<file path="src/rtl/fft_seq.sv">
// fft_seq: frame sequencer for the streaming radix-2 FFT pipeline.
// It aligns the FFT stage counter with a one-cycle clear, requests N*nfrm
// contiguous input samples, waits for the pipeline to drain, and tags each
// output sample with valid, a bit-reversed bin index and frame markers.
module fft_seq #(
  parameter int unsigned CBW = 3,
  parameter int unsigned LAT = 7,
  parameter int unsigned FBW = 8
) (
  input  logic           clk,
  input  logic           rstx,
  input  logic           start,
  input  logic [FBW-1:0] nfrm,
  input  logic           abort,
  output logic           fft_clear,
  output logic           in_req,
  output logic           busy,
  output logic           out_valid,
  output logic [CBW-1:0] out_idx,
  output logic           out_first,
  output logic           out_last,
  output logic           done
);

  localparam int unsigned SW = CBW + FBW;

  localparam logic [1:0] S_IDLE  = 2'd0;
  localparam logic [1:0] S_ALIGN = 2'd1;
  localparam logic [1:0] S_RUN   = 2'd2;
  localparam logic [1:0] S_FLUSH = 2'd3;

  logic [1:0]     state_q,     state_d;
  logic [FBW-1:0] nfrm_q,      nfrm_d;
  logic [SW-1:0]  scnt_q,      scnt_d;
  logic [CBW-1:0] ocnt_q,      ocnt_d;
  logic [LAT-1:0] vld_sr_q,    vld_sr_d;
  logic [LAT-1:0] mk_sr_q,     mk_sr_d;
  logic           fft_clear_q, fft_clear_d;
  logic           in_req_q,    in_req_d;
  logic           busy_q,      busy_d;
  logic           out_first_q, out_first_d;
  logic           done_q,      done_d;

  logic [SW-1:0]  run_last;
  logic           last_in;

  // Index of the final input sample: N*nfrm - 1, with N*nfrm as a shift.
  assign run_last = {nfrm_q, {CBW{1'b0}}} - SW'(1);
  assign last_in  = (state_q == S_RUN) && (scnt_q == run_last);

  // Next-state, counters, delay lines and registered output decode.
  always_comb begin
    state_d  = state_q;
    nfrm_d   = nfrm_q;
    scnt_d   = scnt_q;
    ocnt_d   = ocnt_q + CBW'(vld_sr_q[LAT-1]);
    done_d   = 1'b0;
    vld_sr_d = vld_sr_q;
    mk_sr_d  = mk_sr_q;

    // Delay lines: tap 0 tracks the current input cycle, the tail the output.
    for (int i = LAT - 1; i >= 1; i--) begin
      vld_sr_d[i] = vld_sr_q[i-1];
      mk_sr_d[i]  = mk_sr_q[i-1];
    end
    vld_sr_d[0] = in_req_q;
    mk_sr_d[0]  = last_in;

    case (state_q)
      S_IDLE: begin
        if (start && (nfrm != '0)) begin
          nfrm_d  = nfrm;
          state_d = S_ALIGN;
        end
      end
      S_ALIGN: begin
        scnt_d  = '0;
        ocnt_d  = '0;
        state_d = S_RUN;
      end
      S_RUN: begin
        scnt_d = scnt_q + SW'(1);
        if (last_in) state_d = S_FLUSH;
      end
      S_FLUSH: begin
        // The last-sample marker reaching the tail means the line is empty.
        if (mk_sr_q[LAT-1]) begin
          state_d = S_IDLE;
          done_d  = 1'b1;
        end
      end
      default: state_d = S_IDLE;
    endcase

    // Abort wins over everything, including a same-cycle start or completion.
    if (abort) begin
      state_d  = S_IDLE;
      vld_sr_d = '0;
      mk_sr_d  = '0;
      ocnt_d   = '0;
      done_d   = 1'b0;
    end

    fft_clear_d = (state_d == S_ALIGN);
    in_req_d    = (state_d == S_RUN);
    busy_d      = (state_d != S_IDLE);
    out_first_d = vld_sr_d[LAT-1] && (ocnt_d == '0);
  end

  // State and output registers.
  always_ff @(posedge clk or negedge rstx) begin
    if (!rstx) begin
      state_q     <= S_IDLE;
      nfrm_q      <= '0;
      scnt_q      <= '0;
      ocnt_q      <= '0;
      vld_sr_q    <= '0;
      mk_sr_q     <= '0;
      fft_clear_q <= 1'b0;
      in_req_q    <= 1'b0;
      busy_q      <= 1'b0;
      out_first_q <= 1'b0;
      done_q      <= 1'b0;
    end else begin
      state_q     <= state_d;
      nfrm_q      <= nfrm_d;
      scnt_q      <= scnt_d;
      ocnt_q      <= ocnt_d;
      vld_sr_q    <= vld_sr_d;
      mk_sr_q     <= mk_sr_d;
      fft_clear_q <= fft_clear_d;
      in_req_q    <= in_req_d;
      busy_q      <= busy_d;
      out_first_q <= out_first_d;
      done_q      <= done_d;
    end
  end

  // Output bin index is the output counter with its bits reversed.
  always_comb begin
    out_idx = '0;
    for (int i = 0; i < CBW; i++) out_idx[i] = ocnt_q[CBW-1-i];
  end

  assign fft_clear = fft_clear_q;
  assign in_req    = in_req_q;
  assign busy      = busy_q;
  assign out_valid = vld_sr_q[LAT-1];
  assign out_first = out_first_q;
  assign out_last  = mk_sr_q[LAT-1];
  assign done      = done_q;

endmodule

</file>
<file path="config.mk">
export PLATFORM = sky130hd
export DESIGN_NAME = fft_seq
export DESIGN_NICKNAME = d
export VERILOG_FILES = /design/src/rtl/fft_seq.sv
export SDC_FILE = /design/constraint.sdc
export NUM_CORES = 1
export LEC_CHECK = 0
export BUFFER_PORTS_ARGS = -buffer_cell sky130_fd_sc_hd__clkbuf_2
export CAP_MARGIN = 20
export CELL_PAD_IN_SITES_DETAIL_PLACEMENT = 1
export CELL_PAD_IN_SITES_GLOBAL_PLACEMENT = 1
export CORE_MARGIN = 4
export CORE_UTILIZATION = 49
export CTS_BUF_LIST = sky130_fd_sc_hd__clkbuf_8 sky130_fd_sc_hd__clkbuf_16
export CTS_CLUSTER_SIZE = 14
export DETAILED_ROUTE_END_ITERATION = 12
export MAX_ROUTING_LAYER = met4
export PLACE_DENSITY_LB_ADDON = 0.05
export SLEW_MARGIN = 10
export SYNTH_ARGS = -nofsm -noshare
export SYNTH_HDL_FRONTEND = slang
export SYNTH_SLANG_ARGS = --single-unit
</file>
<file path="constraint.sdc">
create_clock -name clk -period 5.4 [get_ports clk]
set_input_delay 0.54 -clock clk [delete_from_list [all_inputs] [get_ports clk]]
set_output_delay 0.54 -clock clk [all_outputs]
set_load 0.005 [all_outputs]
</file>
==> impl_results.md <==
- Main synth FF type: dfrtp_1
- Vias/cell: 5.43
- Internal power: 0.590 mW
- Hold WC Path Type: in -> async
- Clock Power Share: 0.362
- Die ar.: 5240 sq um
- Post_cts resized: 0
- Pins over their slew limit: 0
- CTS tree: yes
- Max-cap viol count: 0
- Layout Skew: 0.00720 ns
- Largest net degree at the start of global routing: 44
- Post-Layout Cell Count: 256
- Htree depth: 2
- Count leader, synth: dfrtp_1
- Synthesized flop and latch total: 43
- Detailed placement HPWL: 3030 um
- Setup TNS: 0 ns
- RSZ-0062 raised after global routing: no
- Startpoint Class: register
- Worst path bufs/invs: 1
- Tot Pwr: 0.802 mW
- Leak Pwr: 1.12 nW
- Routability cong.: 0.837
- Num rows: 23
- CTS Buf Count: 5
- Cells along the critical path: inv_1, ha_1, or3b_4, or4_4, a2111oi_4, a311oi_1, o21a_1
- Mapped Cells: 180
- Worst Reg-to-Reg Cells: 7
- WL final: 4130 um
- Syn_nets: 201
- Delay-heaviest family, CP: simple AND/OR/NAND/NOR gates
- Synth Area in XOR/XNOR: 0.0689
- # fillers: 434
- Post-synth EDFFs: 0
- Pre-antenna DRT Iters: 4
- Clock sink count: 43
- Number of buffers added on ports: 21
- Worst-margin pin slew: 0.779 ns
- Root Buffer Master: clkbuf_8
- CP Class: reg -> reg
- Footprint of the multi-input gates: 908 sq um
- Layout cells sized above 1: 0.209
- Peak supply drop: 0.177 mV
- Power Density: 342 nW/um^2
- Max Freq: 400 MHz
- Final #Nets: 226
- Mux contribution to synthesized area: 0.0492
- Post-Synth Adder-Cell Area: 0.0554
- Compound-gate portion of the synthesized area: 0.0769
- Cell taking the most area after synthesis: dfrtp_1
- Remaining Overflow, GRT: 0
- NetSw: 0.212 mW
- Post-CTS Setup Inserts: 0
- Peak fanout along the critical path: 6
- Global-route wire length before repair: 6900 um
- CP Data Required Time: 5.59 ns
- Synth cell types: 40
- Post-synthesis sequential area ratio: 0.529
- Clock buffer depth: 2
- Part of the power in registers: 0.467
- Cts hold-fix bufs: 0
- Logic pwr share: 0.172
- Final min period: 2.50 ns
- Core area: 4000 sq um
- I/O pins: 22
- ANT nets after route: 0
- Mapped Area: 2030 sq um
- Die Width: 72.4 um
- Setup-failing EPs final: 0
- Post-synth top area share: 0.529
- Sw Share: 0.265
- # placed instances: 247
- Slowest CP cell: dfrtp_1
- Area contributors post-synth: dfrtp_1 (53%), ha_1 (5.5%), nor2b_1 (4.9%)
- Initial antenna violation count: 0
- Final hold vios: 0
- CP arrival: 2.69 ns
- Final Cycle Share: 0.462
- Worst skew pair latency: 0.29 ns
- Status: complete, no violations
- Post-Synth Simple-Gate Area: 0.196
- Diodes inserted: 0
- Routed vias: 1,389
- Asr flop ratio synth: 1.00
- Worst-path clk slew: 0.08 ns
- Slew HR: 0.479
- DIE HEIGHT: 72.4 um
- Synth top cells by count: dfrtp_1 (43), nor2_1 (16), nor2b_1 (16)
- Endpoint class of the critical path: register
- Yosys Warn Count: 0
- RR Endpoint: in_req
- Main combinational cell family by area after synthesis: simple AND/OR/NAND/NOR gates
- Synthesized area per cell: 11.3 sq um
- R2R Path Start: nfrm_q[0]
- Detailed Route Iter0 Violations: 71
- Total track usage: 0.178
- Slowest stage delay, CP: 0.44 ns
- Starting Density: 0.508
- Layout area overhead: 15.4%
- Residual DRC: 0
- WL per Instance: 16.1 um
- Vias in the first global route: 1,522
- Worst R2R Setup Slack: 2.90 ns
- Register area: 1080 sq um
worst register-to-register path, delay by kind of cell, from the launching register on:
family	cells	cell delay [ns]
flops	1	0.44
simple gates	2	0.84
compound gates	3	0.81
fa+ha+maj	1	0.22
buf+inv	1	0.09
power groups by stage:
| stage | clock [mW] | combinational [mW] | sequential (mW) |
|---|---|---|---|
| 2_1_floorplan | 0 | 0.0995 | 0.371 |
| 3_3_place_gp | 0 | 0.128 | 0.378 |
| 3_5_place_dp | 0 | 0.136 | 0.381 |
| 4_1_cts | 0.298 | 0.138 | 0.375 |
| 5_1_grt | 0.314 | 0.153 | 0.380 |
| 6_report | 0.290 | 0.138 | 0.374 |
area by class of cell:
type                            count  share of cell area
Sequential cell                    43               0.459
Multi-Input combinational cell    124               0.387
Timing Repair Buffer               22              0.0565
Clock buffer                        5              0.0293
Clock inverter                      3              0.0272
Tap cell                           50              0.0267
Inverter                            9              0.0144
sequential cells by signal, summed over array words and instances (netlist names):
signal / count
busy: 1
done: 1
fft_clear: 1
in_req: 1
mk_sr_q: 7
nfrm_q: 8
ocnt_q: 3
out_first: 1
scnt_q: 11
state_q: 2
vld_sr_q: 7
metal layers:
layer | global-route usage | vias to the layer above | share of wire
met5 | - | - | 0
met3 | 0.0291 | 9 | 0.032
met1 | 0.201 | 687 | 0.43
met4 | 0.0902 | 0 | 0.023
met2 | 0.305 | 26 | 0.52
li1 | - | 667 | -
placed cells by master, fill, tap and decap left out, types with 2 or more instances in the layout:
| cell type | Yosys | layout |
|---|---|---|
| and2_1 | 3 | 3 |
| and3_1 | 3 | 3 |
| bufinv_16 | 0 | 2 |
| clkbuf_2 | 0 | 21 |
| clkbuf_8 | 0 | 5 |
| dfrtp_1 | 43 | 43 |
| ha_1 | 9 | 9 |
| inv_1 | 9 | 10 |
| mux2_2 | 8 | 8 |
| nand2_1 | 9 | 9 |
| nand3_1 | 6 | 6 |
| nand4_1 | 3 | 3 |
| nor2_1 | 16 | 16 |
| nor2b_1 | 16 | 16 |
| nor3_1 | 2 | 2 |
| o211ai_1 | 2 | 2 |
| o21ai_0 | 5 | 5 |
| or4_1 | 4 | 4 |
| xnor2_1 | 8 | 8 |
| xor2_1 | 8 | 8 |
worst max-delay path by stage:
stage,slack [ns],startpoint,depth (start not counted),end
floorplan,3.07,nfrm_q[0],7,in_req
finish,2.90,nfrm_q[0],7,in_req
CTS,2.90,nfrm_q[0],7,in_req
global placement,2.99,nfrm_q[0],7,in_req
detailed placement,2.91,nfrm_q[0],7,in_req
global route,2.76,nfrm_q[0],7,in_req
cells by family after synthesis:
kind of cell | after synthesis
muxes | 9
buffers and inverters | 13
adders and majority gates | 9
DFF | 43
AOI/OAI and AO/OA | 19
and+or+nand+nor | 71
xor gates and xnor gates | 16
metrics by stage:
stage               cell area (sq um)  hold WS, ns  utilization  setup slack, ns
detailed placement               2190        0.454        0.546             2.91
floorplan                        2030        0.244            -             3.07
global route                     2350        0.252        0.586             2.76
global placement                 2190        0.446        0.546             2.99
CTS                              2320        0.455        0.580             2.90
finish                           2350        0.215        0.586             2.90
(Power assumes the default switching activity.)
